--- src/rtl/uart_tx_arbiter_if.sv ---
// ---------------------------------------------------------------------------
// uart_tx_arbiter_if
// Bundles the producer handshake and the UART_TX control/status signals seen
// by uart_tx_arbiter.
//   req_valid    [NREQ]           per-requester byte valid
//   req_data     [NREQ*SIZEDATA]  requester k byte in [k*SIZEDATA +: SIZEDATA]
//   req_ready    [NREQ]           one-hot accept pulse to the granted requester
//   tx_data_byte [SIZEDATA]       byte presented to UART_TX
//   tx_signal                     start strobe to UART_TX
//   tx_done                       end-of-frame pulse from UART_TX
//   grant_id     [$clog2(NREQ)]   requester currently owning TX
//   busy                          arbiter not idle
//   timeout                       watchdog abort pulse
// Modports: master = producers/UART_TX side, slave = arbiter.
// ---------------------------------------------------------------------------
interface uart_tx_arbiter_if #(
  parameter int NREQ     = 4,
  parameter int SIZEDATA = 8
);
  localparam int GW = $clog2(NREQ);

  logic [NREQ-1:0]          req_valid;
  logic [NREQ*SIZEDATA-1:0] req_data;
  logic [NREQ-1:0]          req_ready;
  logic [SIZEDATA-1:0]      tx_data_byte;
  logic                     tx_signal;
  logic                     tx_done;
  logic [GW-1:0]            grant_id;
  logic                     busy;
  logic                     timeout;

  modport master (
    output req_valid, req_data, tx_done,
    input  req_ready, tx_data_byte, tx_signal, grant_id, busy, timeout
  );

  modport slave (
    input  req_valid, req_data, tx_done,
    output req_ready, tx_data_byte, tx_signal, grant_id, busy, timeout
  );
endinterface

--- src/rtl/uart_tx_arbiter.sv ---
// ---------------------------------------------------------------------------
// uart_tx_arbiter
// Round-robin arbiter sharing one UART_TX serialiser between NREQ byte
// producers. One byte is accepted per valid/ready handshake, the start strobe
// is held for SIG_HOLD clocks, then the arbiter waits for UART_TX's done pulse
// before the next grant.
// Ports:
//   i_clock  system clock
//   i_reset  synchronous, active-high reset
//   bus      uart_tx_arbiter_if.slave (handshake, TX control and status)
// Optional feature: define UART_ARB_TIMEOUT_EN to enable a WAIT watchdog of
// TIMEOUT_CYC clocks; otherwise timeout is tied low and WAIT is unbounded.
// ---------------------------------------------------------------------------
module uart_tx_arbiter #(
  parameter int NREQ        = 4,
  parameter int SIZEDATA    = 8,
  parameter int SIG_HOLD    = 1,
  parameter int TIMEOUT_CYC = 2000000
) (
  input  logic               i_clock,
  input  logic               i_reset,
  uart_tx_arbiter_if.slave   bus
);
  localparam int GW = $clog2(NREQ);
  localparam int HW = (SIG_HOLD > 1) ? $clog2(SIG_HOLD) : 1;
  localparam logic [NREQ-1:0] ONE_HOT0 = {{(NREQ-1){1'b0}}, 1'b1};

  // Elaboration-time parameter range checks
  if (NREQ < 2 || NREQ > 8) begin : g_bad_nreq
    $error("uart_tx_arbiter: NREQ must be 2..8");
  end
  if (SIG_HOLD < 1 || TIMEOUT_CYC < 2) begin : g_bad_timing
    $error("uart_tx_arbiter: SIG_HOLD must be >= 1 and TIMEOUT_CYC >= 2");
  end

  typedef enum logic [1:0] {IDLE = 2'd0, SEND = 2'd1, WAIT = 2'd2} state_t;

  state_t              state_r, state_next;
  logic [GW-1:0]       rr_ptr_r, rr_ptr_next;
  logic [NREQ-1:0]     req_ready_r, req_ready_next;
  logic [SIZEDATA-1:0] data_r, data_next;
  logic                tx_sig_r, tx_sig_next;
  logic [GW-1:0]       grant_r, grant_next;
  logic [HW-1:0]       hold_r, hold_next;
  logic                busy_r;
  logic                found;
  logic [GW-1:0]       sel;
  logic [GW:0]         cand;
  logic [GW-1:0]       ptr_after;

`ifdef UART_ARB_TIMEOUT_EN
  localparam int WW = $clog2(TIMEOUT_CYC);
  logic [WW-1:0]       wd_r, wd_next;
  logic                timeout_r, timeout_next;
`endif

  // Pointer value after a finished or aborted frame, wrapping at NREQ-1
  assign ptr_after = (grant_r == GW'(NREQ - 1)) ? '0 : grant_r + GW'(1);

  // Next-state, round-robin search and next register values
  always_comb begin
    state_next     = state_r;
    rr_ptr_next    = rr_ptr_r;
    req_ready_next = '0;
    data_next      = data_r;
    tx_sig_next    = tx_sig_r;
    grant_next     = grant_r;
    hold_next      = hold_r;
    found          = 1'b0;
    sel            = rr_ptr_r;
    cand           = '0;
`ifdef UART_ARB_TIMEOUT_EN
    wd_next        = wd_r;
    timeout_next   = 1'b0;
`endif

    // First valid requester at or after rr_ptr, modulo NREQ
    for (int i = 0; i < NREQ; i++) begin
      cand = {1'b0, rr_ptr_r} + (GW+1)'(i);
      if (cand >= (GW+1)'(NREQ)) begin
        cand = cand - (GW+1)'(NREQ);
      end else begin
        cand = cand;
      end
      if (!found && bus.req_valid[cand[GW-1:0]]) begin
        found = 1'b1;
        sel   = cand[GW-1:0];
      end else begin
        found = found;
      end
    end

    case (state_r)
      IDLE: begin
        if (found) begin
          req_ready_next = ONE_HOT0 << sel;
          data_next      = bus.req_data[sel*SIZEDATA +: SIZEDATA];
          grant_next     = sel;
          hold_next      = HW'(SIG_HOLD - 1);
          state_next     = SEND;
        end else begin
          state_next = IDLE;
        end
      end
      SEND: begin
        // First SEND clock raises the strobe; hold_r then counts its length
        if (!tx_sig_r) begin
          tx_sig_next = 1'b1;
        end else if (hold_r == '0) begin
          tx_sig_next = 1'b0;
          state_next  = WAIT;
`ifdef UART_ARB_TIMEOUT_EN
          wd_next     = '0;
`endif
        end else begin
          hold_next = hold_r - HW'(1);
        end
      end
      WAIT: begin
        if (bus.tx_done) begin
          rr_ptr_next = ptr_after;
          state_next  = IDLE;
`ifdef UART_ARB_TIMEOUT_EN
        end else if (wd_r == WW'(TIMEOUT_CYC - 1)) begin
          timeout_next = 1'b1;
          rr_ptr_next  = ptr_after;
          state_next   = IDLE;
        end else begin
          wd_next = wd_r + WW'(1);
        end
`else
        end else begin
          state_next = WAIT;
        end
`endif
      end
      default: begin
        state_next = IDLE;
      end
    endcase
  end

  // State and output registers with synchronous reset
  always_ff @(posedge i_clock) begin
    if (i_reset) begin
      state_r     <= IDLE;
      rr_ptr_r    <= '0;
      req_ready_r <= '0;
      data_r      <= '0;
      tx_sig_r    <= 1'b0;
      grant_r     <= '0;
      hold_r      <= '0;
      busy_r      <= 1'b0;
`ifdef UART_ARB_TIMEOUT_EN
      wd_r        <= '0;
      timeout_r   <= 1'b0;
`endif
    end else begin
      state_r     <= state_next;
      rr_ptr_r    <= rr_ptr_next;
      req_ready_r <= req_ready_next;
      data_r      <= data_next;
      tx_sig_r    <= tx_sig_next;
      grant_r     <= grant_next;
      hold_r      <= hold_next;
      busy_r      <= (state_next != IDLE);
`ifdef UART_ARB_TIMEOUT_EN
      wd_r        <= wd_next;
      timeout_r   <= timeout_next;
`endif
    end
  end

  assign bus.req_ready    = req_ready_r;
  assign bus.tx_data_byte = data_r;
  assign bus.tx_signal    = tx_sig_r;
  assign bus.grant_id     = grant_r;
  assign bus.busy         = busy_r;
`ifdef UART_ARB_TIMEOUT_EN
  assign bus.timeout      = timeout_r;
`else
  assign bus.timeout      = 1'b0;
`endif
endmodule
--- src/flat_wrapper.sv ---
// flat-port wrapper written by rule: the top's interface ports become plain ports
module uart_tx_arbiter_flat 
#(
  parameter int NREQ        = 4,
  parameter int SIZEDATA    = 8,
  parameter int SIG_HOLD    = 1,
  parameter int TIMEOUT_CYC = 2000000
)
  (i_clock, i_reset, bus_req_valid, bus_req_data, bus_tx_done, bus_req_ready, bus_tx_data_byte, bus_tx_signal, bus_grant_id, bus_busy, bus_timeout);
  uart_tx_arbiter_if #(.NREQ(NREQ), .SIZEDATA(SIZEDATA)) bus_i ();
  input  logic i_clock;
  input  logic i_reset;
  input wire logic [$bits(bus_i.req_valid)-1:0] bus_req_valid;
  input wire logic [$bits(bus_i.req_data)-1:0] bus_req_data;
  input wire logic [$bits(bus_i.tx_done)-1:0] bus_tx_done;
  output wire logic [$bits(bus_i.req_ready)-1:0] bus_req_ready;
  output wire logic [$bits(bus_i.tx_data_byte)-1:0] bus_tx_data_byte;
  output wire logic [$bits(bus_i.tx_signal)-1:0] bus_tx_signal;
  output wire logic [$bits(bus_i.grant_id)-1:0] bus_grant_id;
  output wire logic [$bits(bus_i.busy)-1:0] bus_busy;
  output wire logic [$bits(bus_i.timeout)-1:0] bus_timeout;
  assign bus_i.req_valid = bus_req_valid;
  assign bus_i.req_data = bus_req_data;
  assign bus_i.tx_done = bus_tx_done;
  assign bus_req_ready = bus_i.req_ready;
  assign bus_tx_data_byte = bus_i.tx_data_byte;
  assign bus_tx_signal = bus_i.tx_signal;
  assign bus_grant_id = bus_i.grant_id;
  assign bus_busy = bus_i.busy;
  assign bus_timeout = bus_i.timeout;
  uart_tx_arbiter #(.NREQ(NREQ), .SIZEDATA(SIZEDATA), .SIG_HOLD(SIG_HOLD), .TIMEOUT_CYC(TIMEOUT_CYC)) u_core (.i_clock(i_clock), .i_reset(i_reset), .bus(bus_i));
endmodule
--- config.mk ---
export PLATFORM = sky130hd
export DESIGN_NAME = uart_tx_arbiter_flat
export DESIGN_NICKNAME = d
export VERILOG_FILES = /design/src/rtl/uart_tx_arbiter_if.sv /design/src/rtl/uart_tx_arbiter.sv /design/src/flat_wrapper.sv
export SDC_FILE = /design/constraint.sdc
export NUM_CORES = 1
export LEC_CHECK = 0
export ABC_AREA = 1
export CAP_MARGIN = 15
export CORE_MARGIN = 4
export CORE_UTILIZATION = 44
export CTS_BUF_LIST = sky130_fd_sc_hd__clkbuf_16
export CTS_CLUSTER_DIAMETER = 150
export CTS_CLUSTER_SIZE = 24
export DETAILED_ROUTE_END_ITERATION = 16
export HOLD_SLACK_MARGIN = 0.12
export PLACE_DENSITY = 0.8
export SYNTH_ARGS = -nofsm -noshare
export SYNTH_HDL_FRONTEND = slang
export SYNTH_SLANG_ARGS = --single-unit
--- constraint.sdc ---
create_clock -name i_clock -period 2 [get_ports i_clock]
set_clock_uncertainty 0.1 [all_clocks]
set_input_delay 0.2 -clock i_clock [delete_from_list [all_inputs] [get_ports i_clock]]
set_output_delay 0.2 -clock i_clock [all_outputs]
set_load 0.1 [all_outputs]
==> impl_metrics.ini <==
[sta]
hold_ws_ns = 0.360
rsz0062_at_grt = false
finalSetupViolations = 0
slew_violations = 0
timing.final.ws_setup_ns = 0.160
fin_crit_sh_pct = 92.0
finalHoldViolCount = 0
max_freq_mhz = 543
min_period_ns = 1.84

[routing]
viasPerCell = 4.93
wl_mm = 4.06
drc = 0
drt_pass1_iterations = 5
drt_iter0_drc = 157
wl_per_cell_um = 12.7
num_vias = 1583
ant_nets = 0

[synthesis]
yosysTopAreaCell = dfxtp_1
syn-cell-area_um2 = 1480
synth_top_area_share_pct = 27.0
ys_ff_latch = 20
yosys_warnings = 0
async_reset_ff_share_pct = 0
synthFlopType = dfxtp_1
postSynthAreaPerCell_um2 = 6.93
synth_nets = 254
ys_top_cells_by_area = dfxtp_1 27%, nand2_1 17%, nand3_1 17%, nand2_2 8.0%, nand2_4 6.1%
yosys-top-cells-count = 67 x nand2_1, 49 x nand3_1, 20 x dfxtp_1, 19 x nand2_2, 10 x inv_1
synth_most_common_cell = nand2_1
synth_cells = 214
synth-seq-area-share_pct = 27.0
synth_cell_types = 26
synth_edf_count = 0

[placed_design]
dp_hpwl_mm = 3.03
gp_congestion = 0.833
placed_cells = 316
pre_cts_ws_ns = -0.107
port_buffers = 54

[clocking]
hold_buffers = 0
cts.clk_slew.worst_paths_ns = 0.06
cts_tree = built
htree_levels = 1
cts_resized = 0
post-cts-setup-buffers = 0
cts_made_buffers = 3
clock_latency_ns = 0.26
clk_path_buf_depth = 2
clock_sinks = 20
cts_root_buffer = clkbuf_16

[critical_path]
setup.worst_path.end_class = flip-flop
required_ns = 2.09
critPathMaxStageDelay_ns = 0.36
crit_path_top_delay_cell = dfxtp_2
path_class = flip-flop to flip-flop
critPathLaunchType = flip-flop
crit_fanout = 6
arrival_ns = 1.93
crit_chain = buf_4 > nand2_2 > nand2_4 > nand2_4 > nand2_8 > nor2_8 > nand2_2 > nor2_2 > nor3_4 > inv_2 > nor2_4 > nand2_1 > nor2_1

[die]
dieArea_um2 = 4360
rows = 20
start_util_pct = 47.4
core_area_um2 = 3130
ios = 56
die_w_um = 66.1
fp.dieH_um = 66.1

[final_layout]
num_antenna_cells = 0
drive_above_1_share_pct = 28.9
stdcell_count = 321
syn_to_final_growth_pct = 48.5
fin_nets = 318

[power]
p_leak_nw = 1.06
worst_ir_drop_vdd_mv = 0.786
power_mw = 1.88
p_per_area_nw_per_um2 = 852

[grt]
antenna_found_initial = 0
grtUsageTotal_pct = 19.2
grt_max_degree = 20
grt_pass1_wl_mm = 6.53
grt_pass1_vias = 1444
gr-total-overflow = 0

[hold_path]
worstHoldPathType = flip-flop to flip-flop

[outcome]
status = complete, no violations

[flow_run]
maxCapViolCount = 0
cells by family after synthesis:
| family | share of synthesized area (%) |
|---|---|
| adders and majority gates | 0.844 |
| buffers and inverters | 9.11 |
| and+or+nand+nor | 59.7 |
| DFF | 27.0 |
| AOI/OAI and AO/OA | 3.12 |
| other | 0.253 |
critical path, delay by kind of cell (launching register included):
kind	cells	cell delay (ns)
buffers and inverters	2	0.25
and+or+nand+nor	11	1.04
DFF	1	0.36
power breakdown:
part           switching (mW)  internal [mW]
combinational           0.571          0.258
sequential             0.0308          0.447
clock                   0.171          0.398
path summary, 6_finish.rpt:
check	to	from	cells past startpoint	slack [ns]
setup / recovery	u_core.bus.req_ready[3]$_SDFF_PP0_	u_core.rr_ptr_r[0]$_SDFFE_PP0P_	13	0.16
hold / removal	u_core.bus.tx_data_byte[4]$_SDFFE_PP0P_	u_core.bus.tx_data_byte[4]$_SDFFE_PP0P_	2	0.36
hold reg to reg	u_core.bus.tx_data_byte[4]$_SDFFE_PP0P_	u_core.bus.tx_data_byte[4]$_SDFFE_PP0P_	2	0.36
setup reg to reg	u_core.bus.req_ready[3]$_SDFF_PP0_	u_core.rr_ptr_r[0]$_SDFFE_PP0P_	13	0.16
area by class of cell:
class	count	area, um2
multi-input combinational	173	963
clock inverter	1	30.0
sequential	20	403
inverter	14	60.1
fill	259	926
clock buffer	3	75.1
tap	44	55.1
timing repair buffer	66	616
sequential cells by signal, summed over array words and instances (netlist names):
register / count
u_core.bus.busy: 1
u_core.bus.grant_id: 2
u_core.bus.tx_signal: 1
u_core.bus.tx_data_byte: 8
u_core.state_r: 2
u_core.bus.req_ready: 4
u_core.rr_ptr_r: 2
metrics by stage:
stage	util [%]	area [um2]	TNS, ns
final	70.4	2200	0
after floorplan	-	1480	0
after CTS	69.7	2180	0
after detailed placement	66.4	2080	-0.758
after global placement	66.4	2080	-0.330
after global routing	70.4	2200	0
metal layers:
layer | wire length [um] | vias to the layer above | track usage [%]
li1 | - | 822 | -
met1 | 1830 | 702 | 25.7
met2 | 1910 | 55 | 30.7
met3 | 283 | 4 | 4.59
met4 | 33 | 0 | 5.33
met5 | 0 | - | 0
placed cells by master, fill, tap and decap left out, types with 2 or more instances in the layout:
master,Yosys,layout
a21oi_1,4,4
buf_12,1,2
buf_4,2,26
clkbuf_16,0,3
clkdlybuf4s50_1,0,38
dfxtp_1,20,18
dfxtp_2,0,2
inv_1,10,10
inv_4,2,3
nand2_1,67,65
nand2_2,19,21
nand2_4,8,8
nand3_1,49,48
nand3_2,3,4
nand4_4,2,2
nor2_1,7,7
nor2_2,2,3
o21ai_0,4,4
Note: power is estimated with default switching activity, not from simulation.
==> edit (same flow settings) <==
Build with the macro `UART_ARB_TIMEOUT_EN` defined.
--- a/src/rtl/uart_tx_arbiter.sv
+++ b/src/rtl/uart_tx_arbiter.sv
@@ -13,2 +13,4 @@
 // ---------------------------------------------------------------------------
+`define UART_ARB_TIMEOUT_EN
+
 module uart_tx_arbiter #(
Check against the original RTL: no difference found for any inputs over 10 cycles, from zero or initial values and one cycle with i_reset high; that may be too few to reach the edited logic, so the function may still have changed.
==> edit against the unedited design <==
- total power increased by 42%
- utilization decreased by 8.8 points
- hold slack improved by 0.039 ns
- synthesized area increased by 79%
- sequential cell count increased by 22
- critical endpoint is now u_core.bus.tx_data_byte[7]$_SDFFE_PP0P_
- cell area increased by 65%
- synthesized cell count increased by 97%
- sequential power increased by 92%
- setup slack got worse by 0.080 ns
- routed wire length increased by 82%
- largest cell class unchanged
- sequential share of layout area increased by 5.0 points
==> edit: results (changes against the unedited design) <==
** Setup path
- The reg-to-reg setup timing slack came to 0.08 ns (was 0.16 ns).
- Data arrival time of the critical path :: 2.01 ns (was 1.93 ns)
- The library cell contributing the largest single delay on the critical path is dfxtp_4 (was dfxtp_2).
- The destination of the worst register-to-register timing path is u_core.bus.tx_data_byte[7]$_SDFFE_PP0P_ (was u_core.bus.req_ready[3]$_SDFF_PP0_).
- The cell count of the worst reg-to-reg path was 16 (was 13).

** Drt
- Routed wire length :: 7400 um (was 4060 um)
- Routed vias :: 2940 (was 1583)
- The DRC violation total after the first TritonRoute iteration was 179 (was 157).

** Timing
- Tcrit/Tclk final :: 0.960 (was 0.920)
- Worst-case hold slack :: 0.399 ns (was 0.360 ns)

** Global routing
- The first-pass GRT wire length is 12100 um (was 6530 um).
- The all-layer global routing usage was 0.199 (was 0.192).
- Pin count of the biggest net entering global routing :: 25 (was 20)

** Logic synthesis
- Xor-xnor portion of the synthesized cell area :: 0.0165 (was 0)
- The net count after synthesis was 463 (was 254).
- Share of synthesized cell area in full adder, half adder and majority cells :: 0.00941 (was 0.00844)
- The share of synthesized area occupied by flip-flops and latches was 0.316 (was 0.270).
- Synth Area in Compound Gates :: 0.0701 (was 0.0312)

** Cells and area
- The ratio of cells with drive above 1 in the final layout was 0.193 (was 0.289).
- The net count reported at finish was 538 (was 318).
- The number of flip-flops under the largest register name came to 21 (was 8).

** CTS
- The total CTS buffers came to 5 (was 3).
- The maximum level of the CTS H-tree came to 2 (was 1).
- Clock latency on the worst-skew pair :: 0.28 ns (was 0.26 ns)

** Place
- Number of input and output port buffers inserted :: 55 (was 54)

** Run status
- Run status: finished clean (unchanged).
==> edit: kinds of logic after synthesis <==
| family | count (synthesis) |
|---|---|
| XOR/XNOR | 5 |
| AO/OA/AOI/OAI | 34 |
| AND/OR/NAND/NOR | 288 |
| adder cells (fa/ha/maj) | 2 |
| buffers and inverters | 51 |
| flip-flops | 42 |
==> edit: layout make-up <==
cell class              instances  area [sq um]
flip-flops and latches         42           846
multi-input cells             329          1630
inverters                      40           155
well taps                      75          93.8
repair buffers                 79           747
clock buffers                   5           125
clock inverters                 3          25.0
fillers                       517          2260
==> edit: what timing repair did <==
action / in CTS / in global routing
cloned: 0 / 1
pin swaps: 0 / 5
endpoints found under the setup margin: 2 / 35
setup buffers: 0 / 4
resized for setup: 2 / 19
hold buffers: 0 / 0
==> edit: how the worst max path moves through the flow <==
stage,depth (start not counted),to,from
2_1_floorplan,5,u_core.wd_r[20]$_SDFFE_PP0P_,u_core.bus.tx_signal$_SDFFE_PP0P_
3_3_place_gp,15,u_core.bus.tx_data_byte[1]$_SDFFE_PP0P_,bus_req_valid[1]
3_5_place_dp,15,u_core.bus.tx_data_byte[7]$_SDFFE_PP0P_,bus_req_valid[0]
4_1_cts,15,u_core.bus.tx_data_byte[1]$_SDFFE_PP0P_,u_core.rr_ptr_r[0]$_SDFFE_PP0P_
5_1_grt,10,u_core.wd_r[19]$_SDFFE_PP0P_,u_core.wd_r[1]$_SDFFE_PP0P_
6_report,16,u_core.bus.tx_data_byte[7]$_SDFFE_PP0P_,u_core.rr_ptr_r[0]$_SDFFE_PP0P_
==> edit: routing by layer <==
layer  GRT usage  wire [um]  vias up
li1            -          -     1508
met1       0.259       3270     1306
met2       0.329       3450      112
met3      0.0384        560       14
met4      0.0719        126        0
met5           0          0        -
==> edit: power by group <==
part | switching, mW | internal, mW | leakage, nW
clock | 0.336 | 0.468 | 0.0704
combinational | 0.639 | 0.303 | 1.25
sequential | 0.0326 | 0.886 | 0.343
==> edit: per-stage QoR <==
| step | TNS, ns | cells | instance area (sq um) |
|---|---|---|---|
| after floorplan | 0 | 422 | 2660 |
| after global placement | -0.807 | 560 | 3360 |
| after detailed placement | -2.20 | 560 | 3360 |
| after CTS | 0 | 568 | 3510 |
| after global routing | -0.360 | 573 | 3620 |
| final | 0 | 573 | 3620 |
==> edit: worst min-delay path, cell delays in order, from the launching register on <==
cell     delay (ns)
dfxtp_1        0.33
inv_1          0.07
a21oi_1        0.05
